### config.mk
export PLATFORM = sky130hd
export DESIGN_NAME = mc_control_fsm
export DESIGN_NICKNAME = d
export VERILOG_FILES = /design/src/rtl/mc_control_fsm.sv
export SDC_FILE = /design/constraint.sdc
export NUM_CORES = 1
export LEC_CHECK = 0
export ABC_AREA = 1
export CAP_MARGIN = 15
export CORE_ASPECT_RATIO = 2
export CORE_UTILIZATION = 45
export DETAILED_ROUTE_END_ITERATION = 10
export GPL_TIMING_DRIVEN = 0
export HOLD_SLACK_MARGIN = 0.1
export MAX_ROUTING_LAYER = met4
export PLACE_DENSITY_LB_ADDON = 0.08
export SYNTH_ARGS = -nofsm -noshare
export SYNTH_HDL_FRONTEND = slang
export SYNTH_SLANG_ARGS = --single-unit
### constraint.sdc
create_clock -name clk -period 1.3 [get_ports clk]
set_input_delay 0.26 -clock clk [delete_from_list [all_inputs] [get_ports clk]]
set_output_delay 0.26 -clock clk [all_outputs]
set_load 0.005 [all_outputs]
### src/rtl/mc_control_fsm.sv
// rtl/mc_control_fsm.sv - multi-cycle MIPS control sequencer (optional immediate ALU ops under MC_CTRL_IMM_EN)
module mc_control_fsm #(
  parameter int CNT_WIDTH = 32
) (
  input  logic                 clk,
  input  logic                 rst,
  input  logic [5:0]           opcode,
  input  logic                 mem_ready,
  output logic                 pc_write,
  output logic                 pc_write_cond,
  output logic                 i_or_d,
  output logic                 mem_read,
  output logic                 mem_write,
  output logic                 ir_write,
  output logic                 mem_to_reg,
  output logic                 reg_dst,
  output logic                 reg_write,
  output logic                 alu_src_a,
  output logic [1:0]           alu_src_b,
  output logic [1:0]           alu_op,
  output logic [1:0]           pc_source,
  output logic [3:0]           state,
  output logic                 halted,
  output logic [CNT_WIDTH-1:0] instr_retired
);

  typedef enum logic [3:0] {
    S_FETCH     = 4'd0,
    S_DECODE    = 4'd1,
    S_MEM_ADR   = 4'd2,
    S_MEM_READ  = 4'd3,
    S_MEM_WB    = 4'd4,
    S_MEM_WRITE = 4'd5,
    S_EXECUTE   = 4'd6,
    S_ALU_WB    = 4'd7,
    S_BRANCH    = 4'd8,
    S_JUMP      = 4'd9,
`ifdef MC_CTRL_IMM_EN
    S_IMM_EXEC  = 4'd10,
    S_IMM_WB    = 4'd11,
`endif
    S_HALT      = 4'd15
  } state_t;

  typedef struct packed {
    logic       pc_write;
    logic       pc_write_cond;
    logic       i_or_d;
    logic       mem_read;
    logic       mem_write;
    logic       ir_write;
    logic       mem_to_reg;
    logic       reg_dst;
    logic       reg_write;
    logic       alu_src_a;
    logic [1:0] alu_src_b;
    logic [1:0] alu_op;
    logic [1:0] pc_source;
  } ctrl_t;

  localparam logic [5:0] OP_RTYPE = 6'b000000;
  localparam logic [5:0] OP_LW    = 6'b100011;
  localparam logic [5:0] OP_SW    = 6'b101011;
  localparam logic [5:0] OP_BEQ   = 6'b000100;
  localparam logic [5:0] OP_J     = 6'b000010;
`ifdef MC_CTRL_IMM_EN
  localparam logic [5:0] OP_ADDI  = 6'b001000;
  localparam logic [5:0] OP_ANDI  = 6'b001100;
  localparam logic [5:0] OP_ORI   = 6'b001101;
  localparam logic [5:0] OP_SLTI  = 6'b001010;
`endif

  state_t                state_q;
  state_t                state_d;
  ctrl_t                 ctrl;
  logic                  retire;
  logic                  is_store_q;
  logic [CNT_WIDTH-1:0]  cnt_q;

  // The opcode is only trusted in DECODE; remember lw vs sw for MEM_ADR.
  always_ff @(posedge clk) begin
    if (rst) begin
      state_q    <= S_FETCH;
      is_store_q <= 1'b0;
      cnt_q      <= '0;
    end else begin
      state_q <= state_d;
      if (state_q == S_DECODE) begin
        is_store_q <= (opcode == OP_SW);
      end
      if (retire) begin
        cnt_q <= cnt_q + {{(CNT_WIDTH-1){1'b0}}, 1'b1};
      end
    end
  end

  always_comb begin
    ctrl    = '0;
    state_d = state_q;
    retire  = 1'b0;
    case (state_q)
      S_FETCH: begin
        ctrl.mem_read  = 1'b1;
        ctrl.alu_src_b = 2'b01;
        ctrl.pc_write  = mem_ready;
        ctrl.ir_write  = mem_ready;
        if (mem_ready) state_d = S_DECODE;
      end
      S_DECODE: begin
        ctrl.alu_src_b = 2'b11;
        case (opcode)
          OP_RTYPE:       state_d = S_EXECUTE;
          OP_LW, OP_SW:   state_d = S_MEM_ADR;
          OP_BEQ:         state_d = S_BRANCH;
          OP_J:           state_d = S_JUMP;
`ifdef MC_CTRL_IMM_EN
          OP_ADDI, OP_ANDI, OP_ORI, OP_SLTI: state_d = S_IMM_EXEC;
`endif
          default:        state_d = S_HALT;
        endcase
      end
      S_MEM_ADR: begin
        ctrl.alu_src_a = 1'b1;
        ctrl.alu_src_b = 2'b10;
        state_d        = is_store_q ? S_MEM_WRITE : S_MEM_READ;
      end
      S_MEM_READ: begin
        ctrl.mem_read = 1'b1;
        ctrl.i_or_d   = 1'b1;
        if (mem_ready) state_d = S_MEM_WB;
      end
      S_MEM_WB: begin
        ctrl.reg_write  = 1'b1;
        ctrl.mem_to_reg = 1'b1;
        state_d         = S_FETCH;
        retire          = 1'b1;
      end
      S_MEM_WRITE: begin
        ctrl.mem_write = 1'b1;
        ctrl.i_or_d    = 1'b1;
        if (mem_ready) begin
          state_d = S_FETCH;
          retire  = 1'b1;
        end
      end
      S_EXECUTE: begin
        ctrl.alu_src_a = 1'b1;
        ctrl.alu_op    = 2'b10;
        state_d        = S_ALU_WB;
      end
      S_ALU_WB: begin
        ctrl.reg_write = 1'b1;
        ctrl.reg_dst   = 1'b1;
        state_d        = S_FETCH;
        retire         = 1'b1;
      end
      S_BRANCH: begin
        ctrl.alu_src_a     = 1'b1;
        ctrl.alu_op        = 2'b01;
        ctrl.pc_write_cond = 1'b1;
        ctrl.pc_source     = 2'b01;
        state_d            = S_FETCH;
        retire             = 1'b1;
      end
      S_JUMP: begin
        ctrl.pc_write  = 1'b1;
        ctrl.pc_source = 2'b10;
        state_d        = S_FETCH;
        retire         = 1'b1;
      end
`ifdef MC_CTRL_IMM_EN
      S_IMM_EXEC: begin
        ctrl.alu_src_a = 1'b1;
        ctrl.alu_src_b = 2'b10;
        ctrl.alu_op    = 2'b11;
        state_d        = S_IMM_WB;
      end
      S_IMM_WB: begin
        ctrl.reg_write = 1'b1;
        state_d        = S_FETCH;
        retire         = 1'b1;
      end
`endif
      S_HALT:  state_d = S_HALT;
      default: state_d = S_HALT;
    endcase
  end

  // Strobes are suppressed during reset so an abandoned instruction writes nothing.
  assign pc_write      = ctrl.pc_write      & ~rst;
  assign pc_write_cond = ctrl.pc_write_cond & ~rst;
  assign i_or_d        = ctrl.i_or_d        & ~rst;
  assign mem_read      = ctrl.mem_read      & ~rst;
  assign mem_write     = ctrl.mem_write     & ~rst;
  assign ir_write      = ctrl.ir_write      & ~rst;
  assign mem_to_reg    = ctrl.mem_to_reg    & ~rst;
  assign reg_dst       = ctrl.reg_dst       & ~rst;
  assign reg_write     = ctrl.reg_write     & ~rst;
  assign alu_src_a     = ctrl.alu_src_a     & ~rst;
  assign alu_src_b     = ctrl.alu_src_b     & {2{~rst}};
  assign alu_op        = ctrl.alu_op        & {2{~rst}};
  assign pc_source     = ctrl.pc_source     & {2{~rst}};
  assign halted        = (state_q == S_HALT) & ~rst;
  assign state         = state_q;
  assign instr_retired = cnt_q;

endmodule

[After elaboration in Yosys (flattened, before gate mapping)]
Cells that the tools add are included.
Operators by class
  divide/modulo/power cells: 0
  bitwise operators: 15
  equal/unequal tests: 17
  magnitude comparators: 0
  add/sub/neg operators: 1
  multipliers: 0
  shift operators: 0
  mux-type cells: 21
  reduce and logical (&&, ||, !) cells: 9
Operators by type and width (count)
  32-bit by 1-bit adder with 32-bit output, second input constant: 1
  4-bit case mux with 7 select lines: 1
  4-bit by 3-bit == test with 1-bit output, second input constant: 4
  4-bit case mux with 4 select lines: 1
  4-bit == test, second input constant: 3
  6-bit == test, second input constant: 2
  4-bit two-way mux: 3
  1-bit AND: 11
  1-bit two-way mux: 10
  4-bit by 2-bit == test with 1-bit output, second input constant: 2
  2-bit case mux with 2 select lines: 2
  2-bit OR reduction: 4
  2-bit AND: 3
  6-bit by 2-bit == test with 1-bit output, second input constant: 1
  6-bit by 3-bit == test with 1-bit output, second input constant: 1
  6-bit logical NOT: 1
  2-bit inequality test, second input constant: 3
  2-bit case mux with 3 select lines: 1
  4-bit by 1-bit == test with 1-bit output, second input constant: 1
  4-bit logical NOT: 1
  1-bit case mux with 2 select lines: 2
  4-bit OR reduction: 1
  3-bit two-way mux: 1
  3-bit AND reduction: 1
  2 further kinds: 2
Storage, ports and cells
  bits of input ports: 9
  ROM bits: 0
  memories kept: 0
  bits in registers: 37
  memory bits (writable): 0
  bits in latches: 0

[Longest topological paths before layout]
Gate-level depths: netlist of run 1.
  depth in word-level cells: 4
  mapped depth: 12
  mapped depth without buffers: 10

[Least setup slack after synthesis of run 1]
No wires, ideal clock.
  kind: register -> register
  start point: register cnt_q[0], in the netlist instr_retired[0]
  end point: register cnt_q[26], in the netlist instr_retired[26]
  arrival time: 1.258 ns
  path slack: -0.090 ns
  period minus slack after synthesis: 1.390 ns
  stages on the path, launching flop included: 11
  setup time: 0.132 ns
  cell sequence: dfxtp_1 ha_1 nand3_1 inv_1 nand2_1 nor2_1 nand2_1 nand2_1 nand2_1 nand2_1 a21oi_1
On the way
  longest elaborated chain between the ends: 1
RTL lines
  start, declared: RTL line 78  | logic [CNT_WIDTH-1:0] cnt_q;
  start signal, assigned: RTL line 92  | cnt_q <= cnt_q + {{(CNT_WIDTH-1){1'b0}}, 1'b1};
  32-bit by 1-bit adder with 32-bit output: RTL line 92
Every way passes these cells.
A chain may end at the register's enable or synchronous reset.

[Worst setup path in the final report of run 1]
  start point: register state_q[0], in the netlist state[0]
  end point: output alu_src_a
On the way
  longest elaborated chain between the ends: 4
  elaborated cells between the ends (all ways): 6
RTL lines
  start, declared: RTL line 73  | state_t state_q;
  start signal, assigned: RTL line 87  | state_q <= state_d;
  4-bit == test (tied with other cells): RTL line 101  | case (state_q)
  3-bit OR reduction (no line) (*)
  1-bit two-way mux (*): RTL line 101
  1-bit AND (*): RTL line 199  | assign alu_src_a = ctrl.alu_src_a & ~rst;
  end, declared: RTL line 18  | output logic alu_src_a,
Every way passes the cells marked *; elsewhere a longest branch is shown, timed or not.

==> flow_summary.toml, run 1 <==
[cells_and_area]
final_common_cell = "nand2_1"
layout_common_cells = "111 x nand2_1, 59 x nor2_1, 41 x inv_1"
fin_util = 0.7662
multi_input_area_sq_mm = 0.001768
final_net_count = 532
drive_gt1_frac = 0.3633
seqCellArea_sq_um = 835.8
fillCellCount = 391
antennaDiodeCount = 0
final_area_sq_mm = 0.003973
areaGrowthSynthToFinish_pct = 62.74

[clocking]
clkSinkCount = 37
cts_tree = "done"
cts_buffer_depth = 2
numCtsBuffers = 5
h-tree-depth = 2
cts_root_buffer = "clkbuf_8"
hold_buffers = 0
clk_latency_ns = 0.30
clk_pin_slew_ns = 0.08

[timing]
max_freq_mhz = 631.1
fin_crit_sh = 1.219
fin_worst_skew_ns = 0.006067
relSlewSlack = 0.6326
maxSlewViolCount = 0
hold_violations = 0
fin_crit_ns = 1.585
rsz0062_at_grt = "yes"
worst_pin_slew_ns = 0.5511
hold_slack_ns = 0.3985
layout_setup_ws_ns = -0.2846
setup_viol = 54

[logic_synthesis]
synth_edf_count = 0
synth_area_per_cell_sq_um = 5.868
yosysUniqueCellTypes = 33
syn_area_sq_mm = 0.002441
synth_seq_cells = 37
yosysSeqAreaShare = 0.3034
async_reset_ff_frac = 0
syn_nets = 426
syn_inst = 416
ys.flop_type = "dfxtp_1"
yosysWarnings = 0

[critical_path]
cp.required_ns = 1.04
r2r-end = "instr_retired[22]"
worstSetupPathType = "flop to output pin"
cp-end-kind = "output pin"
cp-start-kind = "flop"
critPathMaxFanout = 6
arrival_ns = 1.32
regToRegStartpoint = "state[1]"
reg2reg_setup_slack_ns = -0.26
r2r_cells = 9

[min_path]
hp-start = "rst"
min_to = "state[2]"
hold_depth = 3
hold_path.class = "input pin to flop"

[job]
drv_cap = 0

[grt]
grt_pass1_vias = 3058
track_usage = 0.3292
grt_antenna_before_repair = 0
grt_max_degree = 13
grt_pass1_wl_mm = 13.35
grt_overflow = 0

[die]
fp.dieW_um = 54.08
die_h_um = 106.2
design.core.area_sq_mm = 0.005185
io_pins = 62
initial_core_util = 0.4708
die_area_sq_mm = 0.005741
row_count = 37

[placement]
dp_hpwl_mm = 5.855
dpl_cell_area_sq_mm = 0.003133
gp_congestion = 0.9178
portBuffers = 61

[routing]
drt-total-wl_mm = 9.195
viasPerCell = 5.446
first_pass_iters = 5
drc = 0
drtAntennaViolNets = 0
wire_per_inst_um = 15.83
detailroute.via_count = 3164
drt-initial-drc-count = 113

[power]
p_per_area_mw_per_mm2 = 1297
ir_drop_v = 0.001192
p_leak_nw = 1.680
fin_total_pwr_w = 0.005153

[status]
status = "complete, but fails checks"
violations = "negative setup slack"
cell usage after synthesis, types with 3 or more instances:
master / instances / area (sq um)
nor2_2: 4 / 25.02
inv_2: 5 / 18.77
buf_1: 3 / 11.26
a21oi_1: 30 / 150.1
buf_6: 4 / 45.04
nor3_1: 3 / 15.01
o21ai_0: 11 / 55.05
nand4_1: 5 / 31.28
o21bai_1: 4 / 30.03
xnor2_1: 3 / 26.28
dfxtp_1: 37 / 740.7
inv_1: 45 / 168.9
nand2_1: 121 / 454.2
nor2_1: 82 / 307.8
nand3_1: 31 / 155.2
nand2_2: 6 / 37.54
report_power, final:
group	leakage [nW]	internal [W]	total (W)	switching, W
Clock	0.0574	0.000624	0.00108	0.000458
Sequential	0.323	0.00121	0.00138	0.000170
Combinational	1.30	0.00129	0.00270	0.00140
Total	1.68	0.00312	0.00515	0.00203
worst max-delay path: stages (launching register included):
cell and delay [ns]:
dfxtp_4 0.39, nor2_4 0.17, nand3_4 0.11, buf_6 0.13, a21oi_2 0.11, buf_2 0.12
layer usage:
metal,GRT usage,part of all wire,vias up
li1,-,-,1530
met1,0.2867,0.33,1460
met2,0.5750,0.55,124
met3,0.04578,0.044,50
met4,0.2692,0.079,0
met5,-,0,-
state kept, by name, indices dropped and copies added (netlist names):
register and count:
instr_retired 32, state 4, is_store_q 1
through the flow:
stage	setup WS (ns)	setup TNS (ns)	instances
after floorplan	-0.01876	-0.01876	416
after global placement	-1.233	-29.56	535
after CTS	-0.3033	-10.16	569
after detailed placement	-1.271	-30.89	535
final	-0.2846	-9.576	581
after global routing	-0.3666	-14.51	581
layout make-up:
| type | instances | area share |
|---|---|---|
| timing repair buffer | 101 | 0.2186 |
| sequential | 37 | 0.2104 |
| clock buffer | 6 | 0.02079 |
| clock inverter | 2 | 0.009449 |
| multi-input combinational | 318 | 0.4450 |
| buffer | 9 | 0.02583 |
| tap | 58 | 0.01827 |
| inverter | 50 | 0.05165 |
logic make-up after synthesis:
group / count (synthesis) / synth area share
AO/OA/AOI/OAI: 49 / 0.1071
XOR/XNOR: 5 / 0.01794
adder cells (fa/ha/maj): 1 / 0.005125
buffers and inverters: 61 / 0.1097
flip-flops: 37 / 0.3034
AND/OR/NAND/NOR: 263 / 0.4567
worst max-delay path by stage:
| stage | slack, ns | to | startpoint |
|---|---|---|---|
| detailed placement | -1.27 | i_or_d | rst |
| global placement | -1.23 | alu_src_a | rst |
| CTS | -0.30 | alu_src_a | state[0] |
| finish | -0.28 | alu_src_a | state[0] |
| floorplan | -0.02 | instr_retired[26] | instr_retired[1] |
| global route | -0.37 | instr_retired[9] | state[1] |
repair_timing:
| action | in CTS | in global routing |
|---|---|---|
| pin swaps | 18 | 25 |
| buffers inserted | 26 | 11 |
| gates cloned | 1 | 2 |
| endpoints found under the setup margin | 90 | 52 |
| gates resized for setup | 208 | 65 |
Note: power is estimated with default switching activity, not from simulation.
==> run 2, diff against run 1 <==
Settings changed: CAP_MARGIN 15 to default.
==> results of run 2 <==
The final DEF is identical to that of run 1; final timing and power are the same.
